## config.mk

```make
export PLATFORM = sky130hd
export DESIGN_NAME = pe_mac_bidir_flat
export DESIGN_NICKNAME = d
export VERILOG_FILES = /design/src/rtl/pe_mac_bidir_if.sv /design/src/rtl/pe_mac_bidir.sv /design/src/flat_wrapper.sv
export SDC_FILE = /design/constraint.sdc
export NUM_CORES = 1
export LEC_CHECK = 0
export ABC_CLOCK_PERIOD_IN_PS = 9500
export CAP_MARGIN = 20
export CORE_MARGIN = 2
export CORE_UTILIZATION = 57
export CTS_CLUSTER_DIAMETER = 80
export DETAILED_ROUTE_END_ITERATION = 8
export GPL_TIMING_DRIVEN = 1
export HOLD_SLACK_MARGIN = 0.1
export PLACE_DENSITY_LB_ADDON = 0.15
export SYNTH_ARGS = -nofsm -noshare
export SYNTH_HDL_FRONTEND = slang
export SYNTH_SLANG_ARGS = --single-unit
```

## constraint.sdc

```tcl
create_clock -name clk -period 9.5 [get_ports clk]
set_input_delay 1.9 -clock clk [delete_from_list [all_inputs] [get_ports clk]]
set_output_delay 1.9 -clock clk [all_outputs]
set_load 0.005 [all_outputs]
```

## src/rtl/pe_mac_bidir_if.sv

```systemverilog
// Port bundle of one pe_mac_bidir: operand, marker and result buses for both sides of each axis.
// Slice 0 of every two-side bus is the N/W side, slice 1 the S/E side.
interface pe_mac_bidir_if #(
    parameter int RSA_DW = 16
);
    logic [1:0]          PE_mode;
    logic [1:0]          cal_en_i;
    logic [1:0]          cal_en_o;
    logic [1:0]          cal_done_i;
    logic [1:0]          cal_done_o;
    logic [2*RSA_DW-1:0] v_data_i;
    logic [2*RSA_DW-1:0] v_data_o;
    logic [2*RSA_DW-1:0] h_data_i;
    logic [2*RSA_DW-1:0] h_data_o;
    logic [1:0]          mulres_val_i;
    logic [1:0]          mulres_val_o;
    logic [2*RSA_DW-1:0] mulres_i;
    logic [2*RSA_DW-1:0] mulres_o;
    logic                collide;

    modport master (
        output PE_mode, cal_en_i, cal_done_i, v_data_i, h_data_i, mulres_val_i, mulres_i,
        input  cal_en_o, cal_done_o, v_data_o, h_data_o, mulres_val_o, mulres_o, collide
    );

    modport slave (
        input  PE_mode, cal_en_i, cal_done_i, v_data_i, h_data_i, mulres_val_i, mulres_i,
        output cal_en_o, cal_done_o, v_data_o, h_data_o, mulres_val_o, mulres_o, collide
    );
endinterface

```

## src/rtl/pe_mac_bidir.sv

```systemverilog
// Bidirectional systolic MAC PE: run-time selectable operand flow per axis, results drained against h flow.
// Define PE_MAC_SAT_EN to saturate the narrowed result instead of wrapping it.
module pe_mac_bidir #(
    parameter int RSA_DW    = 16,
    parameter int ACC_DW    = 2*RSA_DW+8,
    parameter int FRAC_BITS = 0
) (
    input  logic          clk,
    input  logic          sys_rst,
    pe_mac_bidir_if.slave bus
);
    localparam int PW = 2*RSA_DW;

    logic [1:0]               mode_r;
    logic                     mode_chg, v_side, h_side;
    logic                     en, done, in_val, out_val;
    logic signed [RSA_DW-1:0] v_op, h_op;
    logic [RSA_DW-1:0]        in_res, local_res, res_word;
    logic signed [PW-1:0]     prod_r, prod_nxt;
    logic signed [ACC_DW-1:0] acc_r, acc_nxt, sum, scaled;
    logic [1:0]               cal_en_r, cal_en_nxt, cal_done_r, cal_done_nxt, val_r, val_nxt;
    logic [PW-1:0]            v_r, v_nxt, h_r, h_nxt, res_r, res_nxt;
    logic                     collide_r, collide_nxt;

    assign v_side   = bus.PE_mode[0];
    assign h_side   = bus.PE_mode[1];
    assign mode_chg = (bus.PE_mode != mode_r);

    always_comb begin
        en     = bus.cal_en_i[v_side];
        done   = bus.cal_done_i[v_side];
        v_op   = v_side ? bus.v_data_i[PW-1:RSA_DW] : bus.v_data_i[RSA_DW-1:0];
        h_op   = h_side ? bus.h_data_i[PW-1:RSA_DW] : bus.h_data_i[RSA_DW-1:0];
        in_val = bus.mulres_val_i[~h_side];
        in_res = h_side ? bus.mulres_i[RSA_DW-1:0] : bus.mulres_i[PW-1:RSA_DW];
    end

    // The closing cycle's result includes the product still in flight in prod_r.
    assign sum    = acc_r + ACC_DW'(prod_r);
    assign scaled = sum >>> FRAC_BITS;

`ifdef PE_MAC_SAT_EN
    localparam logic signed [ACC_DW-1:0] SAT_MAX = {{(ACC_DW-RSA_DW+1){1'b0}}, {(RSA_DW-1){1'b1}}};
    localparam logic signed [ACC_DW-1:0] SAT_MIN = {{(ACC_DW-RSA_DW+1){1'b1}}, {(RSA_DW-1){1'b0}}};

    always_comb begin
        if (scaled > SAT_MAX)
            local_res = {1'b0, {(RSA_DW-1){1'b1}}};
        else if (scaled < SAT_MIN)
            local_res = {1'b1, {(RSA_DW-1){1'b0}}};
        else
            local_res = scaled[RSA_DW-1:0];
    end
`else
    logic unused_hi;
    assign local_res = scaled[RSA_DW-1:0];
    assign unused_hi = ^scaled[ACC_DW-1:RSA_DW];
`endif

    always_comb begin
        if (en)
            prod_nxt = h_op * v_op;
        else
            prod_nxt = '0;
        acc_nxt      = done ? '0 : sum;
        out_val      = done | in_val;
        res_word     = done ? local_res : (in_val ? in_res : '0);
        collide_nxt  = collide_r | (done & in_val);
        cal_en_nxt   = '0;
        cal_done_nxt = '0;
        v_nxt        = '0;
        h_nxt        = '0;
        val_nxt      = '0;
        res_nxt      = '0;
        if (v_side) begin
            cal_en_nxt[0]   = en;
            cal_done_nxt[0] = done;
            if (en) v_nxt[RSA_DW-1:0] = v_op;
        end else begin
            cal_en_nxt[1]   = en;
            cal_done_nxt[1] = done;
            if (en) v_nxt[PW-1:RSA_DW] = v_op;
        end
        if (h_side) begin
            if (en) h_nxt[RSA_DW-1:0] = h_op;
            val_nxt[1]            = out_val;
            res_nxt[PW-1:RSA_DW]  = res_word;
        end else begin
            if (en) h_nxt[PW-1:RSA_DW] = h_op;
            val_nxt[0]            = out_val;
            res_nxt[RSA_DW-1:0]   = res_word;
        end
    end

    always_ff @(posedge clk or posedge sys_rst) begin
        if (sys_rst) begin
            mode_r     <= '0;
            prod_r     <= '0;
            acc_r      <= '0;
            cal_en_r   <= '0;
            cal_done_r <= '0;
            v_r        <= '0;
            h_r        <= '0;
            val_r      <= '0;
            res_r      <= '0;
            collide_r  <= 1'b0;
        end else begin
            mode_r <= bus.PE_mode;
            if (mode_chg) begin
                prod_r     <= '0;
                acc_r      <= '0;
                cal_en_r   <= '0;
                cal_done_r <= '0;
                v_r        <= '0;
                h_r        <= '0;
                val_r      <= '0;
                res_r      <= '0;
                collide_r  <= 1'b0;
            end else begin
                prod_r     <= prod_nxt;
                acc_r      <= acc_nxt;
                cal_en_r   <= cal_en_nxt;
                cal_done_r <= cal_done_nxt;
                v_r        <= v_nxt;
                h_r        <= h_nxt;
                val_r      <= val_nxt;
                res_r      <= res_nxt;
                collide_r  <= collide_nxt;
            end
        end
    end

    assign bus.cal_en_o     = cal_en_r;
    assign bus.cal_done_o   = cal_done_r;
    assign bus.v_data_o     = v_r;
    assign bus.h_data_o     = h_r;
    assign bus.mulres_val_o = val_r;
    assign bus.mulres_o     = res_r;
    assign bus.collide      = collide_r;
endmodule

```

## src/flat_wrapper.sv

```systemverilog
// flat-port wrapper written by rule: the top's interface ports become plain ports
module pe_mac_bidir_flat 
#(
    parameter int RSA_DW    = 16,
    parameter int ACC_DW    = 2*RSA_DW+8,
    parameter int FRAC_BITS = 0
)
  (clk, sys_rst, bus_PE_mode, bus_cal_en_i, bus_cal_done_i, bus_v_data_i, bus_h_data_i, bus_mulres_val_i, bus_mulres_i, bus_cal_en_o, bus_cal_done_o, bus_v_data_o, bus_h_data_o, bus_mulres_val_o, bus_mulres_o, bus_collide);
  pe_mac_bidir_if #(.RSA_DW(RSA_DW)) bus_i ();
  input  logic clk;
  input  logic sys_rst;
  input wire logic [$bits(bus_i.PE_mode)-1:0] bus_PE_mode;
  input wire logic [$bits(bus_i.cal_en_i)-1:0] bus_cal_en_i;
  input wire logic [$bits(bus_i.cal_done_i)-1:0] bus_cal_done_i;
  input wire logic [$bits(bus_i.v_data_i)-1:0] bus_v_data_i;
  input wire logic [$bits(bus_i.h_data_i)-1:0] bus_h_data_i;
  input wire logic [$bits(bus_i.mulres_val_i)-1:0] bus_mulres_val_i;
  input wire logic [$bits(bus_i.mulres_i)-1:0] bus_mulres_i;
  output wire logic [$bits(bus_i.cal_en_o)-1:0] bus_cal_en_o;
  output wire logic [$bits(bus_i.cal_done_o)-1:0] bus_cal_done_o;
  output wire logic [$bits(bus_i.v_data_o)-1:0] bus_v_data_o;
  output wire logic [$bits(bus_i.h_data_o)-1:0] bus_h_data_o;
  output wire logic [$bits(bus_i.mulres_val_o)-1:0] bus_mulres_val_o;
  output wire logic [$bits(bus_i.mulres_o)-1:0] bus_mulres_o;
  output wire logic [$bits(bus_i.collide)-1:0] bus_collide;
  assign bus_i.PE_mode = bus_PE_mode;
  assign bus_i.cal_en_i = bus_cal_en_i;
  assign bus_i.cal_done_i = bus_cal_done_i;
  assign bus_i.v_data_i = bus_v_data_i;
  assign bus_i.h_data_i = bus_h_data_i;
  assign bus_i.mulres_val_i = bus_mulres_val_i;
  assign bus_i.mulres_i = bus_mulres_i;
  assign bus_cal_en_o = bus_i.cal_en_o;
  assign bus_cal_done_o = bus_i.cal_done_o;
  assign bus_v_data_o = bus_i.v_data_o;
  assign bus_h_data_o = bus_i.h_data_o;
  assign bus_mulres_val_o = bus_i.mulres_val_o;
  assign bus_mulres_o = bus_i.mulres_o;
  assign bus_collide = bus_i.collide;
  pe_mac_bidir #(.RSA_DW(RSA_DW), .ACC_DW(ACC_DW), .FRAC_BITS(FRAC_BITS)) u_core (.clk(clk), .sys_rst(sys_rst), .bus(bus_i));
endmodule
```

==> results of run 1 <==
where the power goes:
part	switching, mW	internal, mW	total (mW)
Combinational	1.09	0.911	2.00
Sequential	0.00758	0.608	0.615
Clock	0.283	0.344	0.627
metrics by stage:
stage | cells | power (mW) | cell area, µm² | hold slack [ns] | worst slack [ns]
2_1_floorplan | 1018 | 2.12 | 9970 | 0.511 | 1.75
3_3_place_gp | 1431 | 2.54 | 12200 | 0.522 | 1.51
3_5_place_dp | 1431 | 2.61 | 12200 | 0.526 | 1.39
4_1_cts | 1463 | 3.27 | 12800 | 0.536 | 1.83
5_1_grt | 1463 | 3.54 | 12800 | 0.579 | 1.45
6_report | 1463 | 3.24 | 12800 | 0.528 | 1.81
routing by layer:
layer | vias to the layer above | wire length [µm]
li1 | 3662 | -
met1 | 3929 | 11400
met2 | 377 | 13000
met3 | 44 | 2470
met4 | 0 | 647
met5 | - | 0
layout by cell type (no fill, tap or decap), types with 12 or more instances in the layout:
master / netlist / routed
buf_4: 0 / 12
clkbuf_16: 0 / 17
nand2_1: 61 / 61
mux2_2: 18 / 18
mux2i_2: 13 / 13
clkdlybuf4s50_1: 0 / 206
ha_1: 76 / 76
inv_1: 145 / 144
nor2_1: 195 / 195
fa_1: 80 / 80
mux2i_1: 24 / 24
and2_1: 18 / 18
dfrtp_1: 137 / 137
xnor2_1: 39 / 39
a21oi_1: 26 / 26
cell type report:
type / instances / area (µm²) / share of cell area, %
well taps: 225 / 282 / 2.20
flip-flops and latches: 137 / 3430 / 26.8
inverters: 146 / 553 / 4.32
clock buffers: 17 / 425 / 3.32
repair buffers: 220 / 2160 / 16.9
clock inverters: 15 / 131 / 1.03
multi-input cells: 703 / 5820 / 45.5
cells by family after synthesis:
family,count (synthesis),synth area share (%)
mux,56,6.46
compound gates,104,7.08
xor+xnor,50,4.61
buf+inv,178,7.17
simple gates,337,14.7
flops,137,34.4
fa+ha+maj,156,25.6
worst max path at each step:
| stage | slack (ns) | startpoint | cells past startpoint | endpoint |
|---|---|---|---|---|
| floorplan | 1.75 | bus_PE_mode[1] | 22 | u_core.prod_r[15] |
| global placement | 1.51 | bus_PE_mode[1] | 20 | u_core.prod_r[15] |
| detailed placement | 1.39 | bus_PE_mode[1] | 19 | u_core.prod_r[15] |
| CTS | 1.83 | bus_PE_mode[1] | 19 | u_core.prod_r[15] |
| global route | 1.45 | bus_PE_mode[1] | 17 | u_core.prod_r[14] |
| finish | 1.81 | bus_PE_mode[1] | 20 | u_core.prod_r[14] |
flip-flops by register name, summed over array words and instances (netlist names):
| register | flops |
|---|---|
| u_core.acc_r | 16 |
| u_core.bus.collide | 1 |
| u_core.bus.v_data_o | 32 |
| u_core.bus.mulres_val_o | 2 |
| u_core.mode_r | 2 |
| u_core.bus.mulres_o | 32 |
| u_core.bus.h_data_o | 32 |
| u_core.bus.cal_done_o | 2 |
| u_core.bus.cal_en_o | 2 |
| u_core.prod_r | 16 |
worst max-delay path, stage by stage:
cell       delay [ns]
buf_2            0.65
buf_4            0.40
mux2i_4          0.48
nor2_1           0.13
fa_1             0.55
inv_1            0.06
fa_1             0.43
fa_1             0.49
inv_1            0.05
ha_1             0.31
fa_1             0.53
inv_1            0.05
fa_1             0.53
inv_1            0.04
ha_1             0.35
a21oi_1          0.17
o31ai_1          0.11
a2111oi_0        0.55
or4_1            0.19
nand2_1          0.05
==> metrics.txt, run 1 <==
unrepaired setup endpoints after global routing=no; Horiz. Die Dim=136 µm; DR vias=~8.0k; Top Usage Layer GRT=met2; syn nets=1,280; I/O pin count=209; startpoint types=primary input; slew margin rel.=a little under a third; number of synthesis warnings=0; MaxCap Viol Count=0; count leader, synth=nor2_1; height of the die=136 µm; GRT Util Overall=a little under a third; worst slew pin tran=between 1 and 1.5 ns; worst reg-to-reg path cell count=10; ys async rst share=100%; Cell variety after synth=62; initial antenna violation count=0; fin nets=1,487; EDFF count, synth=0; drt via density=~5.5; worst-path fanout max=26; total routed wirelength=27,400 µm; outcome=complete, no violations; dpl hpwl=about 21,000 µm; worst r2r src=u_core.acc_r[0]; WS Path Type=primary input to flip-flop; post-synthesis sequential area ratio=between 30 and 40%; hold crit path type=flip-flop to flip-flop; Synth Area per Inst=approximately 9.8 µm²; area of the core=about 0.017 mm²; Tmin final=just under 8 ns; critical path data arrival time=8.01 ns; Port Buf Inserts=208; antenna cell count=0; post-synth top area share=about a third; antenna viol nets, final=0; DIE AREA=approximately 0.019 mm²; H-Tree Depth=4; worst hold stages=2; DRC Markers=0; Final period util=81.0%; Root Buffer=clkbuf_16; P&R area growth vs syn=28.5%; first-pass GRT wire length=approximately 43,000 µm; vias in the first global route=7,888; met1 Resource Use GR=between 40% and 50%; CTS Buffer Depth=2; Post-Syn Area=0.00997 mm²; initial core utilization=between 50% and 60%; CTS Buf Count=17; Static Leak=slightly above 6 nW; Worst Setup End Kind=flip-flop; Worst Hold Endpoint=u_core.bus.collide; HP Start=u_core.bus.collide; largest net degree at the start of global routing=71; clk_lat worst skew=between 0.4 and 0.5 ns; Synth Register Bits=around 140; # resized after CTS=0; peak supply drop=0.320 mV; power density over the cells=253 mW/mm²; layout cells sized above 1=7.51%; row cnt=48; CTS tree=done; post-synth top area cell=dfrtp_1; drt first pass iters=5; Fin. Hold Viols=0; Worst EP required=around 10 ns; met3 Use GR=roughly 6.7%; clk sinks=137; setup_tns=0 ns; Mapped Cells=about 1.0k; Clock Skews=0.0173 ns; clock transition at the registers of the reported paths=about 0.070 ns; ys flop type=dfrtp_1; Initial DRC Count=roughly 640; worst reg2reg setup slack=between 6 and 7 ns; FILL cells=between 1k and 1.5k; cts hold-fix bufs=0; total gr overflow=0; WL/cell=18.8 µm; RePlAce Congestion=0.898; Final Util=about three quarters; Synth top cells by count=nor2_1 (195), inv_1 (145), dfrtp_1 (137); final setup vio count=0; reg-to-reg endpoint=u_core.bus.mulres_o[14]; grt met2 use=a little under half; Max Freq=about 130 MHz; post-CTS setup buffer count=0; synth top area cells=dfrtp_1 (34%), fa_1 (16%), ha_1 (9.5%); max-slew violations=0
Power figures use the tool's default switching activity.
==> inputs of run 2 (changes only) <==
Settings changed: ABC_CLOCK_PERIOD_IN_PS 9500 to 7230, CORE_UTILIZATION 57 to 53.
Clock period 9.5 ns to 7.23 ns, I/O delays scaled along.
==> metrics.txt, run 2 (synthesis gave the netlist of run 1 again) <==
Fin. Hold Viols=0 (unchanged); first-pass GRT wire length=44,600 µm (was 42,600 µm); Worst Setup End Kind=flip-flop (unchanged); outcome=complete, no violations (unchanged); most frequent cells in the layout=clkdlybuf4s50_1 (206), nor2_1 (195), inv_1 (144) (unchanged); Worst path depth=20 (unchanged); drt first pass iters=5 (unchanged); CTS Buf Count=17 (unchanged); WL/cell=18.8 µm (about the same); most frequent CP cell=fa_1 (unchanged); DIE AREA=0.0199 mm² (was 0.0186 mm²); Max Freq=147 MHz; final cell count without fillers=1,502 (was 1,463); GRT Util Overall=29.5% (was 30.6%); CTS tree=done (unchanged); area of the core=0.0186 mm² (was 0.0172 mm²); power density over the cells=326 mW/mm² (was 253 mW/mm²); worst reg2reg setup slack=4.23 ns (was 6.63 ns); commonest non-fill, non-tap cell in the layout=clkdlybuf4s50_1 (unchanged); CP delay by family, top=adder cells (unchanged); worst path bufs/invs=6 (unchanged); dpl hpwl=22,400 µm (was 21,200 µm); initial antenna violation count=0 (unchanged); Clock Skews=0.0165 ns (was 0.0173 ns); Initial DRC Count=619 (was 644); clk sinks=137 (unchanged); Horiz. Die Dim=141 µm (was 136 µm); setup_tns=0 ns (unchanged); critical path's largest stage delay=0.55 ns (was 0.65 ns); clock transition at the registers of the reported paths=0.07 ns (about the same); startpoint types=primary input (unchanged); DR vias=8,001 (was 8,012); H-Tree Depth=4 (unchanged); fin nets=1,517 (was 1,487); RePlAce Congestion=0.943 (was 0.898); initial core utilization=53.6% (was 58.0%); row cnt=50 (was 48); CP cell instances=buf_2 -> buf_4 -> mux2i_4 -> nor2_1 -> fa_1 -> inv_1 -> fa_1 -> fa_1 -> fa_1 -> inv_1 -> fa_1 -> inv_1 -> fa_1 -> inv_1 -> ha_1 -> a211o_1 -> o221ai_1 -> a21oi_1 -> xnor2_1 -> nor2_1 (was buf_2 -> buf_4 -> mux2i_4 -> nor2_1 -> fa_1 -> inv_1 -> fa_1 -> fa_1 -> inv_1 -> ha_1 -> fa_1 -> inv_1 -> fa_1 -> inv_1 -> ha_1 -> a21oi_1 -> o31ai_1 -> a2111oi_0 -> or4_1 -> nand2_1); placed cells=1,469 (was 1,431); height of the die=141 µm (was 136 µm); total routed wirelength=28,300 µm (was 27,400 µm); Total Power=4.28 mW (was 3.24 mW); MaxCap Viol Count=0 (unchanged); reg-to-reg endpoint=u_core.bus.mulres_o[14] (unchanged); Static Leak=6.41 nW (was 6.23 nW); CTS Buffer Depth=2 (unchanged); critical path data arrival time=7.07 ns (was 8.01 ns); unrepaired setup endpoints after global routing=no (unchanged); vias in the first global route=8,115 (was 7,888); largest net degree at the start of global routing=79 (was 71); Tmin final=6.80 ns; clk_lat worst skew=0.43 ns (about the same); worst slew pin tran=1.14 ns (was 1.01 ns); Worst Hold Endpoint=u_core.bus.collide (unchanged); worst-path fanout max=15 (was 26); worst r2r src=u_core.acc_r[0] (unchanged); antenna cell count=0 (unchanged); Final period util=94.0%; max-slew violations=0 (unchanged); Port Buf Inserts=208 (unchanged); # resized after CTS=0 (unchanged); I/O pin count=209 (unchanged); drt via density=5.33 (was 5.48); antenna viol nets, final=0 (unchanged); Slowest-stage cell, CP=fa_1 (was buf_2); layout cells sized above 1=9.70% (was 7.51%); Worst EP required=7.50 ns (was 9.82 ns); P&R area growth vs syn=31.8% (was 28.5%); total gr overflow=0 (unchanged); HP Start=u_core.bus.collide (unchanged); slew margin rel.=23.6% (was 31.0%); Root Buffer=clkbuf_16 (unchanged); post-CTS setup buffer count=0 (unchanged); worst reg-to-reg path cell count=10 (unchanged); WS Path Type=primary input to flip-flop (unchanged); DRC Markers=0 (unchanged); final setup vio count=0 (unchanged); peak supply drop=0.443 mV (was 0.320 mV); cts hold-fix bufs=0 (unchanged); hold crit path type=flip-flop to flip-flop (unchanged); worst hold stages=2 (unchanged)
run 2: worst max-delay path by stage:
stage	from	end	slack, ns
after floorplan	bus_PE_mode[1]	u_core.prod_r[15]	0.09
after global placement	bus_PE_mode[1]	u_core.prod_r[14]	0.12
after detailed placement	bus_PE_mode[1]	u_core.prod_r[14]	-0.01
after CTS	bus_PE_mode[1]	u_core.prod_r[14]	0.43
after global routing	bus_PE_mode[1]	u_core.prod_r[15]	0.13
final	bus_PE_mode[1]	u_core.prod_r[15]	0.43
run 2: layout make-up:
| class | instances | area (µm²) |
|---|---|---|
| Multi-Input combinational cell | 703 | 5820 |
| Sequential cell | 137 | 3430 |
| Clock inverter | 15 | 176 |
| Tap cell | 234 | 293 |
| Inverter | 146 | 553 |
| Timing Repair Buffer | 250 | 2440 |
| Clock buffer | 17 | 425 |
| Fill cell | 1448 | 5440 |
run 2: routing by layer:
metal  GRT usage, %  up-vias  share of wire [%]
met5              0        -                  0
met1           41.1     3910                 42
li1               -     3717                  -
met3           5.47       38                8.1
met2           48.0      336                 48
met4           7.89        0                1.8
run 2: power by group:
group          switching (mW)  internal, mW  leakage, nW
clock network           0.379         0.493        0.292
logic                    1.39          1.21         4.23
registers              0.0109         0.799         1.89
total                    1.78          2.50         6.41
run 2: worst reg2reg max path, stage by stage, from the launching register on:
cell      delay (ns)
dfrtp_1         0.37
ha_1            0.22
fa_1            0.40
a21o_1          0.19
a21oi_1         0.35
o21a_1          0.22
o21ai_1         0.10
a21oi_1         0.33
o31ai_1         0.11
a221oi_1        0.48
nor2_1          0.09
run 2: through the flow:
stage | hold WS, ns | area (µm²) | utilization (%) | setup slack [ns]
3_5_place_dp | 0.522 | 12500 | 67.4 | -0.0148
6_report | 0.531 | 13100 | 70.7 | 0.431
3_3_place_gp | 0.505 | 12500 | 67.4 | 0.123
5_1_grt | 0.567 | 13100 | 70.7 | 0.126
2_1_floorplan | 0.511 | 9970 | - | 0.0924
4_1_cts | 0.532 | 13100 | 70.6 | 0.435
